File: src/rtl/keyboard_ctl.sv
// keyboard_ctl: PS/2 set-2 scan-code decoder producing held left/right/jump levels.
// Define KEYBOARD_JUMP_ONESHOT_EN to make jump a one-cycle pulse on a fresh make.
module keyboard_ctl #(
   parameter logic [7:0] LEFT_CODE   = 8'h6B,
   parameter logic [7:0] RIGHT_CODE  = 8'h74,
   parameter logic [7:0] JUMP_CODE   = 8'h29,
   parameter int         TIMEOUT_CYC = 100_000
) (
   input  logic       clk,
   input  logic       rst_n,
   input  logic [7:0] rx_data,
   input  logic       rx_valid,
   output logic       left,
   output logic       right,
   output logic       jump
);
   typedef enum logic [1:0] {ST_IDLE, ST_EXT, ST_BREAK, ST_EXT_BREAK} state_e;
   localparam logic [16:0] TO_LAST = 17'(TIMEOUT_CYC - 1);
   state_e      state_q, state_d;
   logic [16:0] cnt_q, cnt_d;
   logic        left_held_q, left_held_d, right_held_q, right_held_d;
   logic        jump_held_q, jump_held_d, last_dir_q, last_dir_d;
   logic        left_q, left_d, right_q, right_d, jump_q, jump_d;
   logic        timeout, is_e0, is_f0, ext, is_make, is_break, hit_l, hit_r, hit_j;

   assign is_e0   = rx_data == 8'hE0;
   assign is_f0   = rx_data == 8'hF0;
   // A byte arriving on the timeout cycle still counts as part of the sequence
   assign timeout = state_q != ST_IDLE && cnt_q == TO_LAST && !rx_valid;
   assign cnt_d   = (rx_valid || timeout || state_q == ST_IDLE) ? '0 : cnt_q + 17'd1;

   always_ff @(posedge clk) begin
      if (!rst_n) begin
         state_q      <= ST_IDLE;
         cnt_q        <= '0;
         left_held_q  <= 1'b0;
         right_held_q <= 1'b0;
         jump_held_q  <= 1'b0;
         last_dir_q   <= 1'b0;
         left_q       <= 1'b0;
         right_q      <= 1'b0;
         jump_q       <= 1'b0;
      end else begin
         state_q      <= state_d;
         cnt_q        <= cnt_d;
         left_held_q  <= left_held_d;
         right_held_q <= right_held_d;
         jump_held_q  <= jump_held_d;
         last_dir_q   <= last_dir_d;
         left_q       <= left_d;
         right_q      <= right_d;
         jump_q       <= jump_d;
      end
   end

   always_comb begin
      state_d = state_q;
      if (timeout)
         state_d = ST_IDLE;
      else if (rx_valid)
         case (state_q)
            ST_IDLE:  state_d = is_e0 ? ST_EXT : is_f0 ? ST_BREAK : ST_IDLE;
            ST_EXT:   state_d = is_e0 ? ST_EXT : is_f0 ? ST_EXT_BREAK : ST_IDLE;
            ST_BREAK: state_d = is_f0 ? ST_BREAK : ST_IDLE;
            default:  state_d = ST_IDLE;
         endcase
   end

   always_comb begin
      ext          = state_q == ST_EXT || state_q == ST_EXT_BREAK;
      is_make      = rx_valid && (state_q == ST_IDLE || state_q == ST_EXT) && !is_e0 && !is_f0;
      is_break     = rx_valid && ((state_q == ST_BREAK && !is_f0) || state_q == ST_EXT_BREAK);
      hit_l        = ext && rx_data == LEFT_CODE;
      hit_r        = ext && rx_data == RIGHT_CODE;
      hit_j        = !ext && rx_data == JUMP_CODE;
      left_held_d  = (is_make && hit_l) ? 1'b1 : (is_break && hit_l) ? 1'b0 : left_held_q;
      right_held_d = (is_make && hit_r) ? 1'b1 : (is_break && hit_r) ? 1'b0 : right_held_q;
      jump_held_d  = (is_make && hit_j) ? 1'b1 : (is_break && hit_j) ? 1'b0 : jump_held_q;
      last_dir_d   = (is_make && hit_r) ? 1'b1 : (is_make && hit_l) ? 1'b0 : last_dir_q;
      left_d       = left_held_d & (~right_held_d | ~last_dir_d);
      right_d      = right_held_d & (~left_held_d | last_dir_d);
`ifdef KEYBOARD_JUMP_ONESHOT_EN
      jump_d       = is_make && hit_j && !jump_held_q;
`else
      jump_d       = jump_held_d;
`endif
   end

   assign left  = left_q;
   assign right = right_q;
   assign jump  = jump_q;
endmodule

File: config.mk
export PLATFORM = sky130hd
export DESIGN_NAME = keyboard_ctl
export DESIGN_NICKNAME = d
export VERILOG_FILES = /design/src/rtl/keyboard_ctl.sv
export SDC_FILE = /design/constraint.sdc
export NUM_CORES = 1
export LEC_CHECK = 0
export CORE_UTILIZATION = 54
export DETAILED_ROUTE_END_ITERATION = 10
export PLACE_DENSITY = 0.75
export SETUP_SLACK_MARGIN = 0.15
export SYNTH_ARGS = -nofsm -noshare
export SYNTH_HDL_FRONTEND = slang
export SYNTH_SLANG_ARGS = --single-unit
File: constraint.sdc
create_clock -name clk -period 2.3 [get_ports clk]
set_clock_uncertainty 0.15 [all_clocks]
set_input_delay 0.46 -clock clk [delete_from_list [all_inputs] [get_ports clk]]
set_output_delay 0.46 -clock clk [all_outputs]
set_load 0.005 [all_outputs]
==> results of run 1 <==
[final cells by class]
type | count | area [um2] | share of cell area
inverter | 5 | 18.8 | 0.0128
tap | 28 | 35.0 | 0.0239
clock buffer | 3 | 22.5 | 0.0153
timing repair buffer | 16 | 153 | 0.104
multi-input combinational | 112 | 734 | 0.500
sequential | 25 | 500 | 0.341
clock inverter | 1 | 5.00 | 0.00341
[state kept, by name, indices dropped and copies added (netlist names)]
| register | cells |
|---|---|
| left_held_q | 1 |
| right_held_q | 1 |
| state_q | 2 |
| last_dir_q | 1 |
| right | 1 |
| jump | 1 |
| left | 1 |
| cnt_q | 17 |
[final timing paths]
check,cells past startpoint,slack (ps),endpoint,from
max,5,360,cnt_q[10],cnt_q[0]
min,1,350,cnt_q[0],cnt_q[0]
max reg2reg,5,360,cnt_q[10],cnt_q[0]
min reg2reg,1,350,cnt_q[0],cnt_q[0]
[kinds of logic after synthesis]
kind of cell / share of synthesized area
XOR/XNOR: 0.0818
buffers and inverters: 0.0389
multiplexers: 0.00779
adder cells (fa/ha/maj): 0.00974
flip-flops: 0.389
AO/OA/AOI/OAI: 0.148
AND/OR/NAND/NOR: 0.324
[placed cells by master, fill, tap and decap left out, types with 2 or more instances in the layout]
cell type and n:
or3_1 4, buf_4 3, dfxtp_1 25, nor2_1 19
clkdlybuf4s50_1 13, o31ai_1 2, nand4_1 9, nor2b_1 2
xnor2_1 6, nand2b_1 2, o21ai_0 3, inv_1 5
nor3_1 5, o211ai_1 2, o21a_1 3, a21boi_0 2
a21oi_1 5, or4_1 3, nor4_1 2, xor2_1 6
and3_1 6, nand3_1 7, nand2_1 9, clkbuf_4 3
[power by group]
group          switching [mW]  total (mW)  internal (mW)
sequential            0.00168       0.436          0.434
clock                   0.136       0.201         0.0654
combinational          0.0185      0.0423         0.0239
[critical path, stage by stage (launching register included)]
cell,delay (ps)
dfxtp_1,420
ha_1,220
and4_1,400
o2111ai_4,180
o21bai_4,370
nor2_1,90
[per-layer routing]
layer	vias to the layer above	wire length, um	global-route usage
li1	565	-	-
met2	22	1280	0.424
met5	-	0	0
met3	5	77	0.0394
met1	529	1100	0.233
met4	0	40	0.106
[per-stage QoR]
step,util,instances
after global routing,0.658,190
after global placement,0.645,186
final,0.658,190
after CTS,0.658,190
after detailed placement,0.645,186
after floorplan,-,147
==> impl_metrics.csv, run 1 <==
group,metric,value,unit
clock_tree,tritoncts,"yes",
timing,setup_violations,0,
finish,design_area,1470,um2
drt,dr_total_vias,1121,
finish,num-nets-final,175,
logic_synthesis,synth_enable_flop_cells,0,
logic_synthesis,ys_top_cells_by_count,"dfxtp_1 (25), nor2_1 (19), nand2_1 (9), nand4_1 (9), nand3_1 (7)",
die,start_util,0.575,
timing,hold_viol_final,0,
drt,wirelength,2500,um
logic_synthesis,synth_top_area_share,0.389,
timing,rsz0062_at_grt,"false",
drt,drc,0,
timing,worst_slack,360,ps
timing,holdWs,346,ps
placed_design,port_buffers,13,
global_routing,grt_max_degree,16,
die,die_w,50.8,um
critical_path,path_class,"register to register",
drt,drt-pass1-iter-count,4,
finish,drive_gt1_frac,0.0679,
drt,routedWlPerCell,13.1,um
clock_tree,clk_pin_slew_worst_paths,130,ps
timing,worstMarginPinSlew,474,ps
global_routing,grt_usage,0.223,
global_routing,antenna_found_initial,0,
global_routing,grt_pass1_vias,1062,
logic_synthesis,synth_nets,159,
timing,fin_setup_tns,0,ps
logic_synthesis,synth_area_leaders,"dfxtp_1 (39%), nor2_1 (5.6%), nand4_1 (4.4%)",
run_status,status,"complete, no violations",
placed_design,post_dp_cell_area,1440,um2
placed_design,dpl_worst_slack,74.8,ps
critical_path,worstSetupStartpointType,"register",
global_routing,overflow,0,
finish,diodes,0,
min_path,hold_class,"register to register",
logic_synthesis,synth_top_area_cell,"dfxtp_1",
die,ios,14,
timing,timing.final.crit_share,0.844,
clock_tree,cts_setup_buffers,0,
drt,vias_per_cell,5.90,
logic_synthesis,syn_area,1280,um2
clock_tree,h-tree-depth,1,
logic_synthesis,ys.flop_type,"dfxtp_1",
die,die_area,2580,um2
power_and_ir_drop,ir_worst_vdd,0.334,mV
run,maxCapViolations,0,
clock_tree,clockBufferDepth,2,
global_routing,grt_pass1_wl,4260,um
clock_tree,cts_sinks,25,
critical_path,cp_max_fo,15,
critical_path,cp.arrival,2010,ps
drt,drtIter0Drc,20,
clock_tree,cts_root_buf,"clkbuf_4",
logic_synthesis,yosys_warnings,0,
placed_design,dp_hpwl,1910,um
timing,max_slew_margin,0.684,
power_and_ir_drop,leakage,0.461,nW
clock_tree,hold_buffers,0,
logic_synthesis,synthDistinctLibCells,40,
timing,final.min_clock_period,1940,ps
critical_path,required,2370,ps
die,die_h,50.8,um
die,core,2230,um2
finish,n_fill_cell,193,
clock_tree,insertion_delay,330,ps
logic_synthesis,async_flop_share,0,
power_and_ir_drop,power,679,uW
logic_synthesis,syn_area_per_cell,8.74,um2
drt,route.antenna.remaining_nets,0,
placed_design,gp_congestion,0.873,
die,core.rowCount,17,
clock_tree,cts_made_buffers,3,
logic_synthesis,synth_seq_cells,25,
logic_synthesis,synth_most_common_cell,"dfxtp_1",
logic_synthesis,synth_cells,147,
finish,areaGrowthSynthToFinish,14.3,%
logic_synthesis,synth-seq-area-share,0.389,
power_and_ir_drop,p_per_area,463,nW/um2
clock_tree,cts.repair.resized,0,
timing,fmax,515,MHz
timing,finalMaxSlewViolations,0,
critical_path,end_kind,"register",
(Power assumes the default switching activity.)
==> inputs of run 2 (changes only) <==
--- a/config.mk
+++ b/config.mk
@@ -5,9 +5,9 @@
 export SDC_FILE = /design/constraint.sdc
 export NUM_CORES = 1
 export LEC_CHECK = 0
-export CORE_UTILIZATION = 54
+export CORE_UTILIZATION = 49
 export DETAILED_ROUTE_END_ITERATION = 10
-export PLACE_DENSITY = 0.75
+export PLACE_DENSITY = 0.72
 export SETUP_SLACK_MARGIN = 0.15
 export SYNTH_ARGS = -nofsm -noshare
 export SYNTH_HDL_FRONTEND = slang
==> constraint.sdc (replaced) <==
create_clock -name clk -period 1.7 [get_ports clk]
set_clock_uncertainty 0.15 [all_clocks]
set_input_delay 0.34 -clock clk [delete_from_list [all_inputs] [get_ports clk]]
set_output_delay 0.34 -clock clk [all_outputs]
set_load 0.005 [all_outputs]
==> run 2 against run 1 <==
  * Combinational power up 87%
  * Total power is 35% higher
  * Global-route usage is essentially flat
  * Fmax increased by 19%
  * First-iteration DRC count unchanged
  * Critical path depth is 1 lower
  * Sequential power up 34%
  * Non-clock buffer count grew 32
  * Critical endpoint is now cnt_q[15]
  * Largest power group unchanged
  * Highest routed layer unchanged
==> impl_metrics.csv, run 2 (synthesis results as in run 1) <==
group,metric,value,unit
clock_tree,cts_sinks,25,
clock_tree,tritoncts,"yes",
timing,max_slew_margin,0.801,
global_routing,overflow,0,
clock_tree,hold_buffers,0,
global_routing,grt_pass1_vias,1187,
finish,final_common_cell,"buf_4",
finish,top_regs,"cnt_q: 17 flops, state_q: 2 flops",
timing,hold_viol_final,0,
power_and_ir_drop,ir_worst_vdd,0.448,mV
critical_path,cp_max_fo,4,
timing,final.min_clock_period,1630,ps
min_path,hold_class,"register to register",
power_and_ir_drop,combPwrFrac,0.087,
clock_tree,cts_made_buffers,3,
critical_path,worstSetupStartpointType,"register",
finish,num-nets-final,207,
drt,drt-pass1-iter-count,4,
finish,diodes,0,
finish,most-common-layout-cells,"buf_4 (32), nor2_1 (15), dfxtp_2 (12)",
timing,finalMaxSlewViolations,0,
placed_design,post_dp_cell_area,1630,um2
drt,drc,0,
timing,worstMarginPinSlew,296,ps
power_and_ir_drop,swShare,0.216,
global_routing,grt_max_degree,14,
finish,n_fill_cell,181,
clock_tree,clk_pin_slew_worst_paths,120,ps
die,core.rowCount,18,
die,start_util,0.519,
clock_tree,h-tree-depth,1,
power_and_ir_drop,leakage,0.675,nW
die,core,2480,um2
timing,rsz0062_at_grt,"true",
drt,dr_total_vias,1267,
critical_path,end_kind,"register",
power_and_ir_drop,p_per_area,488,nW/um2
clock_tree,insertion_delay,310,ps
power_and_ir_drop,p_int,717,uW
die,ios,14,
global_routing,grt_pass1_wl,4660,um
die,die_w,53.2,um
clock_tree,clockBufferDepth,2,
global_routing,grt_usage,0.224,
finish,drive_gt1_frac,0.392,
placed_design,gp_congestion,0.830,
drt,wirelength,3150,um
critical_path,path_class,"register to register",
run,maxCapViolations,0,
placed_design,dp_hpwl,2060,um
timing,holdWs,347,ps
timing,fmax,614,MHz
critical_path,cp.arrival,1710,ps
power_and_ir_drop,switchingPower,198,uW
die,die_h,53.2,um
timing,setup_violations,0,
finish,areaGrowthSynthToFinish,45.8,%
run_status,status,"complete, no violations",
finish,top_register,"cnt_q",
power_and_ir_drop,p_seq_frac,0.637,
finish,design_area,1870,um2
drt,drtIter0Drc,20,
critical_path,required,1790,ps
timing,fin_setup_tns,0,ps
drt,routedWlPerCell,14.1,um
clock_tree,cts_root_buf,"clkbuf_4",
drt,route.antenna.remaining_nets,0,
global_routing,antenna_found_initial,0,
placed_design,port_buffers,13,
finish,largest_reg_flops,17,
timing,timing.final.crit_share,0.958,
drt,vias_per_cell,5.66,
power_and_ir_drop,pwr-share-clk,0.276,
die,die_area,2830,um2
-- run 2: cell types whose count changed in the layout (fill, tap and decap cells not counted), sizes merged --
cell / before / now
buf: 3 / 35
clkinv: 1 / 0
dlygate4sd2: 0 / 11
clkdlybuf4s50: 13 / 1
dlymetal6s2s: 0 / 1
clkbuf: 3 / 4
-- run 2: repair_timing --
| item | 4_1_cts | 5_1_grt |
|---|---|---|
| pin swaps | 9 | 13 |
| gates resized for setup | 40 | 19 |
| endpoints found under the setup margin | 25 | 18 |
| buffers inserted | 7 | 3 |
-- run 2: critical path: stages (launching register included) --
cell     delay (ps)
dfxtp_2         390
and3_1          220
nand4_1         140
or4_1           460
a21oi_1         200
-- run 2: path summary, 6_finish.rpt --
path,slack (ps),endpoint,from,cells after the start
max,70,cnt_q[15],cnt_q[8],4
max reg2reg,70,cnt_q[15],cnt_q[8],4
min reg2reg,350,left_held_q,left_held_q,2
min,350,left_held_q,left_held_q,2
-- run 2: cell type report --
cell class	count	area (um2)	share of cell area
Multi-Input combinational cell	112	867	0.463
Sequential cell	25	527	0.281
Tap cell	30	37.5	0.0200
Inverter	5	18.8	0.0100
Timing Repair Buffer	48	397	0.212
Clock buffer	4	26.3	0.0140
-- run 2: power groups by stage --
| stage | clock network (mW) | logic [mW] | registers, mW |
|---|---|---|---|
| after floorplan | 0 | 0.0202 | 0.602 |
| final | 0.253 | 0.0792 | 0.583 |
| after detailed placement | 0 | 0.0722 | 0.601 |
| after global routing | 0.285 | 0.0851 | 0.584 |
| after global placement | 0 | 0.0714 | 0.601 |
| after CTS | 0.260 | 0.0768 | 0.586 |
-- run 2: through the flow --
stage,cells,power (mW),utilization,setup slack (ps)
after floorplan,147,0.622,-,154
after global placement,210,0.673,0.658,-308
after detailed placement,210,0.673,0.658,-352
after CTS,221,0.923,0.718,151
after global routing,224,0.954,0.756,9.81
final,224,0.915,0.756,71.9
-- run 2: layer usage --
layer,wire [um],vias up,track usage
li1,-,629,-
met1,1310,597,0.235
met2,1650,35,0.433
met3,136,6,0.0431
met4,48,0,0.0702
met5,0,-,0
==> inputs of run 3 (changes only) <==
--- a/config.mk
+++ b/config.mk
@@ -5,6 +5,7 @@
 export SDC_FILE = /design/constraint.sdc
 export NUM_CORES = 1
 export LEC_CHECK = 0
+export CORE_ASPECT_RATIO = 0.5
 export CORE_UTILIZATION = 49
 export DETAILED_ROUTE_END_ITERATION = 10
 export PLACE_DENSITY = 0.72
==> run 3 against run 2 <==
  * Non-clock buffer count fell by 1
  * Via count down 2.1%
  * First-iteration DRC count grew to 2.5 times the previous value
  * Flip-flop and latch count is the same
  * Clock power increased by 37%
  * Sequential power decreased by 1%
  * Combinational power rose by 3.8%
  * Critical endpoint unchanged
  * Register-to-register slack better by 50 ps
  * Global-route usage grew 2.8 points
  * Cell count grew 1.8%
  * Critical path depth unchanged
==> impl_metrics.csv, run 3 (synthesis results as in run 1) <==
group,metric,value,unit
finish,final_common_cell,"buf_4",
critical_path,regToRegStartpoint,"cnt_q[8]",
finish,most-common-layout-cells,"buf_4 (30), nor2_1 (18), dfxtp_1 (12)",
clock_tree,clockBufferDepth,2,
die,core.rowCount,12,
finish,multi_input_area,855,um2
die,die_h,38.2,um
die,ios,14,
critical_path,cp.arrival,1630,ps
timing,max_slew_margin,0.807,
finish,largest_reg_flops,17,
global_routing,grt_usage,0.251,
die,die_area,2840,um2
clock_tree,hold_buffers,0,
finish,utilization,0.813,
finish,areaGrowthSynthToFinish,48.1,%
timing,hold_viol_final,0,
finish,n_fill_cell,152,
power_and_ir_drop,ir_worst_vdd,0.397,mV
global_routing,antenna_found_initial,0,
finish,instances_no_fill,228,
timing,finalMaxSlewViolations,0,
die,die_w,74.4,um
timing,rsz0062_at_grt,"true",
die,start_util,0.549,
critical_path,worstSetupStartpointType,"register",
clock_tree,clk_pin_slew_worst_paths,80,ps
finish,seq_area,537,um2
drt,dr_total_vias,1241,
power_and_ir_drop,power,1.00,mW
power_and_ir_drop,p_per_area,527,nW/um2
critical_path,required,1750,ps
global_routing,overflow,0,
finish,top_register,"cnt_q",
placed_design,dp_hpwl,2090,um
drt,routedWlPerCell,13.8,um
critical_path,path_class,"register to register",
timing,final.min_clock_period,1580,ps
timing,fin_setup_tns,0,ps
global_routing,grt_pass1_vias,1215,
placed_design,port_buffers,13,
critical_path,cp_max_fo,4,
finish,num-nets-final,206,
clock_tree,cts_root_buf,"clkbuf_8",
timing,timing.final.crit_share,0.930,
clock_tree,h-tree-depth,1,
placed_design,placed_cells,218,
finish,top_regs,"cnt_q: 17 flops, state_q: 2 flops",
drt,wirelength,3150,um
clock_tree,cts_made_buffers,3,
drt,drtIter0Drc,50,
drt,route.antenna.remaining_nets,0,
global_routing,grt_pass1_wl,5220,um
critical_path,startpoint,"cnt_q[8]",
drt,drt-pass1-iter-count,4,
run_status,status,"complete, no violations",
drt,drc,0,
timing,setup_violations,0,
clock_tree,insertion_delay,260,ps
drt,vias_per_cell,5.44,
min_path,hold_class,"register to register",
timing,fmax,633,MHz
global_routing,grt_max_degree,16,
run,maxCapViolations,0,
finish,drive_gt1_frac,0.373,
power_and_ir_drop,leakage,0.685,nW
finish,diodes,0,
clock_tree,tritoncts,"yes",
placed_design,gp_congestion,0.840,
die,core,2340,um2
timing,worstMarginPinSlew,287,ps
critical_path,end_kind,"register",
min_path,hp-start,"last_dir_q",
clock_tree,cts_sinks,25,
==> run 3: critical path, cell delays in order, from the launching register on <==
cell	delay [ps]
dfxtp_4	370
and3_4	210
nand4_1	190
or4_1	440
a21oi_1	150
==> run 3: report_power, final <==
part           switching, mW  internal [mW]  total (mW)
Clock                  0.178          0.167       0.346
Combinational         0.0373         0.0449      0.0822
Sequential           0.00140          0.573       0.575
Total                  0.217          0.786        1.00
==> run 3: worst paths after layout <==
| kind | to | slack, ps | depth (start not counted) |
|---|---|---|---|
| hold reg to reg | last_dir_q | 330 | 2 |
| setup / recovery | cnt_q[15] | 120 | 4 |
| setup reg to reg | cnt_q[15] | 120 | 4 |
| hold / removal | last_dir_q | 330 | 2 |
==> run 3: metal layers <==
metal,part of all wire,vias to the layer above,track usage
li1,-,627,-
met1,0.44,572,0.282
met2,0.49,29,0.471
met3,0.042,13,0.0711
met4,0.024,0,0.0802
met5,0,-,0
==> run 3: final cells by class <==
class                           instances  area share
Sequential cell                        25       0.282
Clock buffer                            4      0.0237
Multi-Input combinational cell        112       0.449
Tap cell                               35      0.0230
Timing Repair Buffer                   47       0.212
Inverter                                5     0.00986
==> run 3: timing repair <==
item	4_1_cts	5_1_grt
pin swaps	8	5
gates resized for setup	43	21
endpoints found under the setup margin	26	21
setup buffers	4	2
==> run 3: per-stage QoR <==
stage	hold slack, ps	worst slack [ps]	instance area (um2)
final	328	120	1900
after global routing	348	93.3	1900
after CTS	332	150	1830
after detailed placement	319	-319	1660
after global placement	321	-270	1660
after floorplan	291	154	1310
